===== config.mk =====
export PLATFORM = sky130hd
export DESIGN_NAME = mips_mc_control
export DESIGN_NICKNAME = d
export VERILOG_FILES = /design/src/rtl/mips_pkg.sv /design/src/rtl/alu_decoder.sv /design/src/rtl/mips_mc_control.sv
export SDC_FILE = /design/constraint.sdc
export NUM_CORES = 1
export LEC_CHECK = 0
export CAP_MARGIN = 30
export CORE_MARGIN = 3
export CORE_UTILIZATION = 25
export CTS_CLUSTER_SIZE = 24
export DETAILED_ROUTE_END_ITERATION = 10
export GPL_TIMING_DRIVEN = 0
export HOLD_SLACK_MARGIN = 0.06
export SETUP_SLACK_MARGIN = 0.3
export SYNTH_ARGS = -nofsm -noshare
export SYNTH_HDL_FRONTEND = slang
export SYNTH_HIERARCHICAL = 1
export SYNTH_SLANG_ARGS = --single-unit

===== constraint.sdc =====
create_clock -name clk -period 2.7 [get_ports clk]
set_input_delay 0.54 -clock clk [delete_from_list [all_inputs] [get_ports clk]]
set_output_delay 0.54 -clock clk [all_outputs]
set_load 0.01 [all_outputs]

===== src/rtl/mips_pkg.sv =====
// Shared encodings for the multicycle MIPS control unit and the ALU it drives:
// ALU operation codes, opcode/funct constants, datapath mux selects and FSM states.
package mips_pkg;

  localparam logic [4:0] ALU_SUM = 5'b00000;
  localparam logic [4:0] ALU_OR  = 5'b00001;
  localparam logic [4:0] ALU_AND = 5'b00011;
  localparam logic [4:0] ALU_SL  = 5'b00100;
  localparam logic [4:0] ALU_SRL = 5'b00101;
  localparam logic [4:0] ALU_SRA = 5'b00110;
  localparam logic [4:0] ALU_LUI = 5'b00111;
  localparam logic [4:0] ALU_ORI = 5'b01000;

  localparam logic [5:0] OP_RTYPE = 6'b000000;
  localparam logic [5:0] OP_LW    = 6'b100011;
  localparam logic [5:0] OP_SW    = 6'b101011;
  localparam logic [5:0] OP_ADDI  = 6'b001000;
  localparam logic [5:0] OP_ADDIU = 6'b001001;
  localparam logic [5:0] OP_ORI   = 6'b001101;
  localparam logic [5:0] OP_LUI   = 6'b001111;
  localparam logic [5:0] OP_BEQ   = 6'b000100;
  localparam logic [5:0] OP_J     = 6'b000010;

  localparam logic [5:0] F_ADD  = 6'b100000;
  localparam logic [5:0] F_ADDU = 6'b100001;
  localparam logic [5:0] F_OR   = 6'b100101;
  localparam logic [5:0] F_AND  = 6'b100100;
  localparam logic [5:0] F_SLL  = 6'b000000;
  localparam logic [5:0] F_SRL  = 6'b000010;
  localparam logic [5:0] F_SRA  = 6'b000011;

  localparam logic [1:0] SRCA_PC  = 2'b00;
  localparam logic [1:0] SRCA_A   = 2'b01;
  localparam logic [1:0] SRCA_IMM = 2'b10;

  localparam logic [1:0] SRCB_B      = 2'b00;
  localparam logic [1:0] SRCB_FOUR   = 2'b01;
  localparam logic [1:0] SRCB_IMM    = 2'b10;
  localparam logic [1:0] SRCB_IMM_SH = 2'b11;

  localparam logic [1:0] PCSRC_ALU    = 2'b00;
  localparam logic [1:0] PCSRC_ALUOUT = 2'b01;
  localparam logic [1:0] PCSRC_JUMP   = 2'b10;

  typedef enum logic [3:0] {
    S_FETCH    = 4'd0,
    S_DECODE   = 4'd1,
    S_MEMADR   = 4'd2,
    S_MEMRD    = 4'd3,
    S_MEMWB    = 4'd4,
    S_MEMWR    = 4'd5,
    S_RTYPE_EX = 4'd6,
    S_RTYPE_WB = 4'd7,
    S_IMM_EX   = 4'd8,
    S_IMM_WB   = 4'd9,
    S_BRANCH   = 4'd10,
    S_JUMP     = 4'd11
  } state_e;

  function automatic logic is_imm_op(input logic [5:0] op);
    return (op == OP_ADDI) || (op == OP_ADDIU) || (op == OP_ORI) || (op == OP_LUI);
  endfunction

endpackage


===== src/rtl/alu_decoder.sv =====
// Combinational op/funct decode into the ALU operation, a shift flag (shamt
// operand path) and a valid flag for supported encodings.
module alu_decoder
  import mips_pkg::*;
(
  input  logic [5:0] op,
  input  logic [5:0] funct,
  output logic [4:0] alu_control,
  output logic       is_shift,
  output logic       valid
);

  always_comb begin
    alu_control = ALU_SUM;
    is_shift    = 1'b0;
    valid       = 1'b0;
    case (op)
      OP_RTYPE: begin
        case (funct)
          F_ADD, F_ADDU: valid = 1'b1;
          F_OR: begin
            alu_control = ALU_OR;
            valid       = 1'b1;
          end
          F_AND: begin
            alu_control = ALU_AND;
            valid       = 1'b1;
          end
          F_SLL: begin
            alu_control = ALU_SL;
            is_shift    = 1'b1;
            valid       = 1'b1;
          end
          F_SRL: begin
            alu_control = ALU_SRL;
            is_shift    = 1'b1;
            valid       = 1'b1;
          end
          F_SRA: begin
            alu_control = ALU_SRA;
            is_shift    = 1'b1;
            valid       = 1'b1;
          end
          default: valid = 1'b0;
        endcase
      end
      OP_ORI: begin
        alu_control = ALU_ORI;
        valid       = 1'b1;
      end
      OP_LUI: begin
        alu_control = ALU_LUI;
        valid       = 1'b1;
      end
      OP_ADDI, OP_ADDIU, OP_LW, OP_SW, OP_BEQ, OP_J: valid = 1'b1;
      default: valid = 1'b0;
    endcase
  end

endmodule


===== src/rtl/mips_mc_control.sv =====
// Multicycle MIPS control FSM: Moore outputs from the current state plus the
// stable IR fields, with a sticky flag for unsupported encodings.
module mips_mc_control
  import mips_pkg::*;
(
  input  logic       clk,
  input  logic       reset,
  input  logic [5:0] op,
  input  logic [5:0] funct,
  input  logic       rs_eq_rt,
  output logic       PCWrite,
  output logic       Branch,
  output logic       IorD,
  output logic       MemWrite,
  output logic       IRWrite,
  output logic       RegDst,
  output logic       MemtoReg,
  output logic       RegWrite,
  output logic [1:0] ALUSrcA,
  output logic [1:0] ALUSrcB,
  output logic [1:0] PCSrc,
  output logic [4:0] ALUControl,
  output logic       illegal
);

  state_e     state_q, state_d;
  logic       illegal_q, illegal_d;
  logic [4:0] dec_alu;
  logic       dec_shift;
  logic       dec_valid;

  // The branch condition is combined with Branch in the datapath, never here.
  logic unused_rs_eq_rt;
  assign unused_rs_eq_rt = rs_eq_rt;

  alu_decoder u_alu_decoder (
    .op          (op),
    .funct       (funct),
    .alu_control (dec_alu),
    .is_shift    (dec_shift),
    .valid       (dec_valid)
  );

  always_ff @(posedge clk) begin
    if (reset) begin
      state_q   <= S_FETCH;
      illegal_q <= 1'b0;
    end else begin
      state_q   <= state_d;
      illegal_q <= illegal_d;
    end
  end

  always_comb begin
    state_d   = state_q;
    illegal_d = illegal_q;
    case (state_q)
      S_FETCH: state_d = S_DECODE;
      S_DECODE: begin
        if ((op == OP_LW) || (op == OP_SW)) begin
          state_d = S_MEMADR;
        end else if (op == OP_RTYPE) begin
          state_d = S_RTYPE_EX;
        end else if (is_imm_op(op)) begin
          state_d = S_IMM_EX;
        end else if (op == OP_BEQ) begin
          state_d = S_BRANCH;
        end else if (op == OP_J) begin
          state_d = S_JUMP;
        end else begin
          state_d   = S_FETCH;
          illegal_d = 1'b1;
        end
      end
      S_MEMADR: state_d = (op == OP_LW) ? S_MEMRD : S_MEMWR;
      S_MEMRD:  state_d = S_MEMWB;
      S_RTYPE_EX: begin
        if (dec_valid) begin
          state_d = S_RTYPE_WB;
        end else begin
          state_d   = S_FETCH;
          illegal_d = 1'b1;
        end
      end
      S_IMM_EX: state_d = S_IMM_WB;
      S_MEMWB, S_MEMWR, S_RTYPE_WB, S_IMM_WB, S_BRANCH, S_JUMP: state_d = S_FETCH;
      default: state_d = S_FETCH;
    endcase
  end

  always_comb begin
    PCWrite    = 1'b0;
    Branch     = 1'b0;
    IorD       = 1'b0;
    MemWrite   = 1'b0;
    IRWrite    = 1'b0;
    RegDst     = 1'b0;
    MemtoReg   = 1'b0;
    RegWrite   = 1'b0;
    ALUSrcA    = SRCA_PC;
    ALUSrcB    = SRCB_B;
    PCSrc      = PCSRC_ALU;
    ALUControl = ALU_SUM;
    case (state_q)
      S_FETCH: begin
        IRWrite = 1'b1;
        PCWrite = 1'b1;
        ALUSrcB = SRCB_FOUR;
      end
      S_DECODE: ALUSrcB = SRCB_IMM_SH;
      S_MEMADR: begin
        ALUSrcA = SRCA_A;
        ALUSrcB = SRCB_IMM;
      end
      S_MEMRD: IorD = 1'b1;
      S_MEMWB: begin
        RegWrite = 1'b1;
        MemtoReg = 1'b1;
      end
      S_MEMWR: begin
        IorD     = 1'b1;
        MemWrite = 1'b1;
      end
      S_RTYPE_EX: begin
        ALUSrcA    = dec_shift ? SRCA_IMM : SRCA_A;
        ALUControl = dec_alu;
      end
      // Write-back states keep the EX-stage ALU code; op/funct are still stable.
      S_RTYPE_WB: begin
        RegWrite   = 1'b1;
        RegDst     = 1'b1;
        ALUControl = dec_alu;
      end
      S_IMM_EX: begin
        ALUSrcA    = SRCA_A;
        ALUSrcB    = SRCB_IMM;
        ALUControl = dec_alu;
      end
      S_IMM_WB: begin
        RegWrite   = 1'b1;
        ALUControl = dec_alu;
      end
      S_BRANCH: begin
        ALUSrcA = SRCA_A;
        Branch  = 1'b1;
        PCSrc   = PCSRC_ALUOUT;
      end
      S_JUMP: begin
        PCWrite = 1'b1;
        PCSrc   = PCSRC_JUMP;
      end
      default: ALUControl = ALU_SUM;
    endcase
  end

  assign illegal = illegal_q;

endmodule


# Word level (Yosys, flattened, before mapping)
# Index checks and enable logic that the tools add are counted.
[totals]
output_inout_bits = 20
register_bits = 5
in_bits = 15
[classes]
n_mux = 34
n_eq_ne = 31
n_reduce_logical = 18
[op_table]
columns = ["op", "count"]
rows = [
  ["6-bit equality test, second input constant", 6],
  ["6-bit by 4-bit equality test with 1-bit output, second input constant", 4],
  ["4-bit one-hot mux with 6 select lines", 1],
  ["4-bit 2-to-1 mux", 5],
  ["6-bit by 2-bit equality test with 1-bit output, second input constant", 3],
  ["1-bit 2-to-1 mux", 17],
  ["4-bit by 3-bit equality test with 1-bit output, second input constant", 4],
  ["4-bit equality test, second input constant", 4],
  ["3-bit one-hot mux with 5 select lines", 1],
  ["5-bit one-hot mux with 3 select lines", 1],
  ["6-bit logical NOT", 2],
  ["2-bit inequality test, second input constant", 6],
  ["3-bit OR reduction", 3],
  ["4-bit by 2-bit equality test with 1-bit output, second input constant", 2],
  ["2-bit one-hot mux with 2 select lines", 2],
  ["8-bit OR reduction", 1],
  ["7-bit AND reduction", 1],
  ["7-bit OR reduction", 1],
  ["6-bit by 3-bit equality test with 1-bit output, second input constant", 1],
  ["3-bit 2-to-1 mux", 2],
  ["2-bit one-hot mux with 3 select lines", 1],
  ["2-bit OR reduction", 3],
  ["5-bit 2-to-1 mux", 1],
  ["4-bit by 1-bit equality test with 1-bit output, second input constant", 1],
  ["6 further kinds", 10],
]

# Longest topological paths before layout
# Gate-level depths: netlist of the first run.
[logic_depth]
ltp_word = 8
depth_mapped = 7
depth_no_buf = 7

# Cells and area by module
# Netlist of the first run, hierarchy kept.
[by_module_without_submodules]
columns = ["module", "cells_each", "seq_area_each_um2", "area_per_inst_um2", "instances"]
rows = [
  ["mips_mc_control", 94, 100.1, 684.4, 1],
  ["alu_decoder", 31, 0.0, 196.4, 1],
]

# Worst setup path after synthesis of the first run
# No wires, ideal clock.
[synth_timing]
path_type = "input -> output"
startpoint = "input funct[3]"
endpoint = "output ALUSrcA[1]"
path_slack_ns = 0.824
path_stages = 5
path_buffers = 0
required_time_ns = 2.160
t_arrival_ns = 1.336
cell_sequence = "nor3_1 > nand3_2 > nor2_1 > inv_1 > nor3_1"
[synth_via]
elab_chain_cells = 6
elab_cells_between_ends = 8
classes_between = "eq/ne (2); mux (4); reduce/logical (2)"
[synth_lines]
columns = ["item", "line", "text"]
rows = [
  ["from (decl)", "mips_mc_control.sv:9", "input logic [5:0] funct,"],
  ["6-bit by 2-bit equality test with 1-bit output or 6-bit logical NOT (tied branches)", "alu_decoder.sv:19", "case (funct)"],
  ["3-bit OR reduction (no line) *", "n/a", ""],
  ["1-bit 2-to-1 mux *", "alu_decoder.sv:19", ""],
  ["1-bit 2-to-1 mux *", "alu_decoder.sv:17", "case (op)"],
  ["named net dec_shift", "mips_mc_control.sv:29", "logic dec_shift;"],
  ["2-bit 2-to-1 mux *", "mips_mc_control.sv:125", "ALUSrcA = dec_shift ? SRCA_IMM : SRCA_A;"],
  ["2-bit one-hot mux with 2 select lines *", "mips_mc_control.sv:104", "case (state_q)"],
  ["to (decl)", "mips_mc_control.sv:19", "output logic [1:0] ALUSrcA,"],
]
# The timed path passes the listed nets; every way through them passes the cells marked *.

# Worst setup path after layout of the first run
[layout_timing]
startpoint = "input funct[0]"
endpoint = "output ALUControl[0]"
[layout_via]
elab_chain_cells = 4
elab_cells_between_ends = 8
classes_between = "eq/ne (4); mux (3); reduce/logical (1)"
[layout_lines]
columns = ["item", "line", "text"]
rows = [
  ["6-bit by 2-bit equality test with 1-bit output (tied with other cells)", "alu_decoder.sv:19", ""],
  ["3-bit one-hot mux with 5 select lines *", "alu_decoder.sv:19", ""],
  ["5-bit one-hot mux with 3 select lines *", "alu_decoder.sv:17", ""],
  ["named net dec_alu[0]", "mips_mc_control.sv:28", "logic [4:0] dec_alu;"],
  ["5-bit 2-to-1 mux *", "mips_mc_control.sv:104", ""],
  ["to (decl)", "mips_mc_control.sv:22", "output logic [4:0] ALUControl,"],
]
# Marks and branches as above.

==> results of run 1 <==
==> layer usage <==
metal,global-route usage,vias up,routed length [um]
li1,-,534,-
met1,0.157,474,1270
met2,0.190,35,1180
met3,0.0256,0,172
met4,0.0492,0,0
met5,0,-,0
==> worst max-delay path: stages <==
cell	delay, ns
clkdlybuf4s50_1	0.50
inv_1	0.07
a32oi_1	0.22
o21ai_0	0.09
and2_1	0.14
clkdlybuf4s15_1	0.23
==> power by group through the flow <==
stage / logic [mW] / registers (mW) / clock network, mW
floorplan: 0.0671 / 0.0827 / 0
global placement: 0.122 / 0.0822 / 0
detailed placement: 0.125 / 0.0823 / 0
CTS: 0.127 / 0.0811 / 0.0901
global route: 0.142 / 0.0817 / 0.0959
finish: 0.130 / 0.0812 / 0.0853
==> final timing paths <==
| path | startpoint | to |
|---|---|---|
| setup reg to reg | state_q[3]$_SDFF_PP0_ | state_q[2]$_SDFF_PP0_ |
| setup / recovery | funct[0] | ALUControl[0] |
| hold reg to reg | illegal$_SDFFE_PP0P_ | illegal$_SDFFE_PP0P_ |
| hold / removal | illegal$_SDFFE_PP0P_ | illegal$_SDFFE_PP0P_ |
==> stage by stage <==
step | total power [mW] | hold slack (ns) | cell area (um^2)
finish | 0.297 | 0.538 | 1350
global route | 0.320 | 0.626 | 1350
CTS | 0.299 | 0.538 | 1320
detailed placement | 0.207 | 0.515 | 1260
global placement | 0.204 | 0.516 | 1260
floorplan | 0.150 | 0.544 | 881
==> registers in the layout, indices dropped and copies added (netlist names) <==
register / count
state_q: 4
illegal: 1
==> cell families after synthesis <==
group | count (synthesis) | share of synthesized area
compound gates | 31 | 0.251
xor+xnor | 2 | 0.0199
buf+inv | 15 | 0.112
flops | 5 | 0.114
mux | 4 | 0.0469
other cells | 1 | 0.00426
simple gates | 67 | 0.452
==> layout make-up <==
type | count | area, um^2 | share of cell area
Clock buffer | 4 | 26.3 | 0.0194
Sequential cell | 5 | 101 | 0.0749
Buffer | 11 | 96.3 | 0.0712
Multi-Input combinational cell | 105 | 736 | 0.544
Inverter | 4 | 15.0 | 0.0111
Tap cell | 44 | 55.1 | 0.0407
Timing Repair Buffer | 35 | 323 | 0.239
==> timing repair <==
action                     in CTS  in global routing
setup endpoints to repair       7                  9
pin swaps                       4                  3
gates resized for setup        42                 21
setup buffers                   3                  0
==> cell usage in the layout (no fill, tap or decap), types with 3 or more instances in the layout <==
cell	count
dfxtp_1	4
nor3_1	8
buf_4	5
dlymetal6s2s_1	4
clkdlybuf4s50_1	14
and2_1	7
a21oi_1	3
buf_6	6
a31oi_1	3
buf_2	6
clkbuf_4	4
o21ai_1	3
nand2_1	8
nand2b_1	4
o21ai_0	3
dlygate4sd2_1	5
nor2_1	16
==> qor.yml, run 1 <==
post-route-worst-setup-slack_ns: 0.370
hold_viol_final: 0
synth_edf_count: 0
hold_path_class: "reg2reg"
routed_wl_um: 2620
fillers: 349
intPower_uw: 199
status: "complete, no violations"
cp-start-kind: "input port"
cts_sinks: 5
finalCriticalPeriod_ns: 2.33
io_pins: 35
die_w_um: 65.4
clk_pin_slew_ns: 0.04
drive_gt1_frac: 0.287
die_y_um: 65.4
r2r_slack_ns: 1.31
fp.coreArea_um2: 3200
clockRootBuffer: "clkbuf_4"
finalCritPeriodShare: 0.863
route.antenna.remaining_nets: 0
cap_violations: 0
ys_types: 53
grt_pass1_wl_um: 4130
via_per_inst: 5.01
powerDensity_nw_per_um2: 220
num_antenna_cells: 0
clk_path_buf_depth: 2
grt_max_degree: 12
io_buffers: 32
clock_power_share: 0.287
synth_cells: 125
synth_top_area_cell: "dfxtp_1"
area_growth_syn_to_layout_pct: 53.6
drtIter0Drc: 39
synth_top_area_frac: 0.114
yosys_warnings: 6
avgSynthCellArea_um2: 7.05
stdcell_count: 208
syn_area_um2: 881
cp-end-kind: "output port"
grt_usage: 0.120
rows: 20
grt_pass1_vias: 964
finalMaxSlewViolations: 0
placed_cells: 201
switching_share: 0.329
initial_core_util: 0.275
rsz0062_at_grt: "true"
insertion_delay_ns: 0.24
place_hpwl_um: 2060
max_freq_ghz: 0.429
synth_common_cells: "19 x nor2_1, 9 x nor3_1, 8 x nand2_1"
hold_depth: 2
final_util: 0.422
slew-limit-headroom: 0.664
cts_made_buffers: 3
ir_drop_mv: 0.159
cp_data_required_time_ns: 2.16
ys.flop_type: "dfxtp_1"
crit_arrival_ns: 1.79
tightestPinTransition_ns: 0.491
finalSetupTns_ns: 0
antenna_found_initial: 0
num-nets-final: 180
grt_overflow: 0
ys_ff_latch: 5
switching_power_uw: 97.8
via_count: 1043
wl_per_cell_um: 12.6
ff2ff_path_depth: 4
skew_ns: 0.00108
crit_fanout: 3
p_leak_nw: 0.548
synth_fp_nets: 140
finalSetupViolCount: 0
drt_first_pass_iters: 4
place_congestion: 0.870
drc: 0
die_area_um2: 4270
seqPwrFrac: 0.273
worstSetupPathType: "in2out"
synthArstFlopShare: 0
post-place-ws_ns: -0.403
synth.most_common_cell: "nor2_1"
htreeDepth: 1
ctsHoldBuffers: 0
pwr-share-comb: 0.439
synthTopCellsByArea: "dfxtp_1 11%, nor2_1 8.1%, nor3_1 5.1%"
seq_area_frac_synth: 0.114
cts_tree: "built"
No activity file was read; power rests on OpenSTA's default activity.
==> run 2, diff against run 1 <==
Settings changed: SLEW_MARGIN from default to 20.
==> results of run 2 <==
Same layout as run 1: the final DEF is identical, and so are final timing and power.
==> run 3, diff against run 2 <==
Settings changed: CORE_UTILIZATION 25 to 39, CTS_BUF_LIST from default to sky130_fd_sc_hd__clkbuf_8, PLACE_DENSITY from default to 0.73.
==> run 3 against run 2 <==
  * Global-route usage up 7.1 points
  * Non-clock buffer count unchanged
  * First-iteration DRC count down 38%
  * Utilization up 23 points
  * Die area down 33%
==> qor.yml, run 3 (synthesized netlist as in run 1, its figures left out) <==
status: "complete, no violations"
finalSetupViolCount: 0
post-place-ws_ns: -0.404
drtIter0Drc: 24
route.antenna.remaining_nets: 0
skew_ns: 0.000892
cp_data_required_time_ns: 2.16
io_pins: 35
largest_register_ffs: 4
ir_drop_mv: 0.329
powerDensity_nw_per_um2: 254
finalCriticalPeriod_ns: 2.38
crit_arrival_ns: 1.84
busiest_layer: "met2"
cts_made_buffers: 3
via_count: 1039
grt_pass1_vias: 948
antenna_found_initial: 0
grt_usage: 0.191
htreeDepth: 1
drt_first_pass_iters: 4
grt_use_met3: 0.0141
grt_pass1_wl_um: 4160
num_antenna_cells: 0
final_util: 0.657
power.total_uw: 341
rows: 16
max_freq_ghz: 0.421
io_buffers: 32
hold_slack_ns: 0.543
cap_violations: 0
via_per_inst: 5.44
post-route-worst-setup-slack_ns: 0.322
place_hpwl_um: 1990
insertion_delay_ns: 0.22
num-nets-final: 180
drive_gt1_frac: 0.293
fin_area_um2: 1340
cp-start-kind: "input port"
grt_max_degree: 12
initial_core_util: 0.431
cts_sinks: 5
cts_tree: "built"
finalMaxSlewViolations: 0
grt_overflow: 0
final_cell_mix: "16 x nor2_1, 15 x clkdlybuf4s50_1, 8 x nor3_1, 8 x nand2_1"
p_leak_nw: 0.539
die_w_um: 53.5
die_y_um: 53.5
clockRootBuffer: "clkbuf_8"
final_common_cell: "nor2_1"
gr-usage-met1: 0.244
met2_usage: 0.335
postPlaceCellArea_um2: 1230
hold_viol_final: 0
cp-end-kind: "output port"
wl_per_cell_um: 13.2
finalCritPeriodShare: 0.881
rsz0062_at_grt: "true"
clk_pin_slew_ns: 0.04
clk_path_buf_depth: 2
fp.coreArea_um2: 2040
crit_fanout: 6
routed_wl_um: 2530
die_area_um2: 2860
area_growth_syn_to_layout_pct: 52.3
hold_path_class: "reg2reg"
drc: 0
place_congestion: 0.901
top_register: "state_q"
ctsHoldBuffers: 0
worstSetupPathType: "in2out"
-- run 3: cell count changes in the layout (fill, tap and decap cells not counted), sizes merged --
cell,previous run,this run
clkbuf,7,5
dlygate4sd2,5,4
clkdlybuf4s15,3,4
clkdlybuf4s50,14,15
dlymetal6s2s,4,3
buf,17,18
inv,4,5
-- run 3: area by class of cell --
| type | instances | area, um^2 |
|---|---|---|
| plain buffers | 11 | 90.1 |
| fillers | 189 | 701 |
| multi-input cells | 105 | 732 |
| clock buffers | 3 | 41.3 |
| inverters | 4 | 15.0 |
| well taps | 27 | 33.8 |
| clock inverters | 1 | 3.75 |
| repair buffers | 35 | 324 |
| flip-flops and latches | 5 | 101 |
-- run 3: final timing paths --
path | start | endpoint | slack [ns] | depth (start not counted)
min | illegal$_SDFFE_PP0P_ | illegal$_SDFFE_PP0P_ | 0.54 | 2
max | op[3] | ALUControl[3] | 0.32 | 5
max reg2reg | state_q[3]$_SDFF_PP0_ | state_q[2]$_SDFF_PP0_ | 1.25 | 4
min reg2reg | illegal$_SDFFE_PP0P_ | illegal$_SDFFE_PP0P_ | 0.54 | 2
-- run 3: critical path: stages --
cell	delay, ns
clkdlybuf4s15_2	0.26
and2_1	0.16
and4b_2	0.22
and2_1	0.12
clkdlybuf4s50_1	0.53
-- run 3: per-layer routing --
layer,share of wire,up-vias
li1,-,530
met1,0.44,468
met2,0.50,37
met3,0.050,4
met4,0.011,0
met5,0,-
-- run 3: power breakdown --
part	leakage [nW]	internal (mW)	total, mW	switching [mW]
Clock	0.0269	0.0973	0.132	0.0344
Combinational	0.471	0.0643	0.128	0.0633
Sequential	0.0414	0.0782	0.0816	0.00340
-- run 3: what timing repair did --
action / CTS / global route
setup buffers: 2 / 1
pin swaps: 5 / 3
setup endpoints to repair: 7 / 8
gates cloned: 0 / 0
resized for setup: 47 / 18
-- run 3: stage by stage --
stage / setup TNS [ns] / std cells
2_1_floorplan: 0 / 125
3_3_place_gp: -1.29 / 184
3_5_place_dp: -1.62 / 184
4_1_cts: 0 / 190
5_1_grt: 0 / 191
6_report: 0 / 191
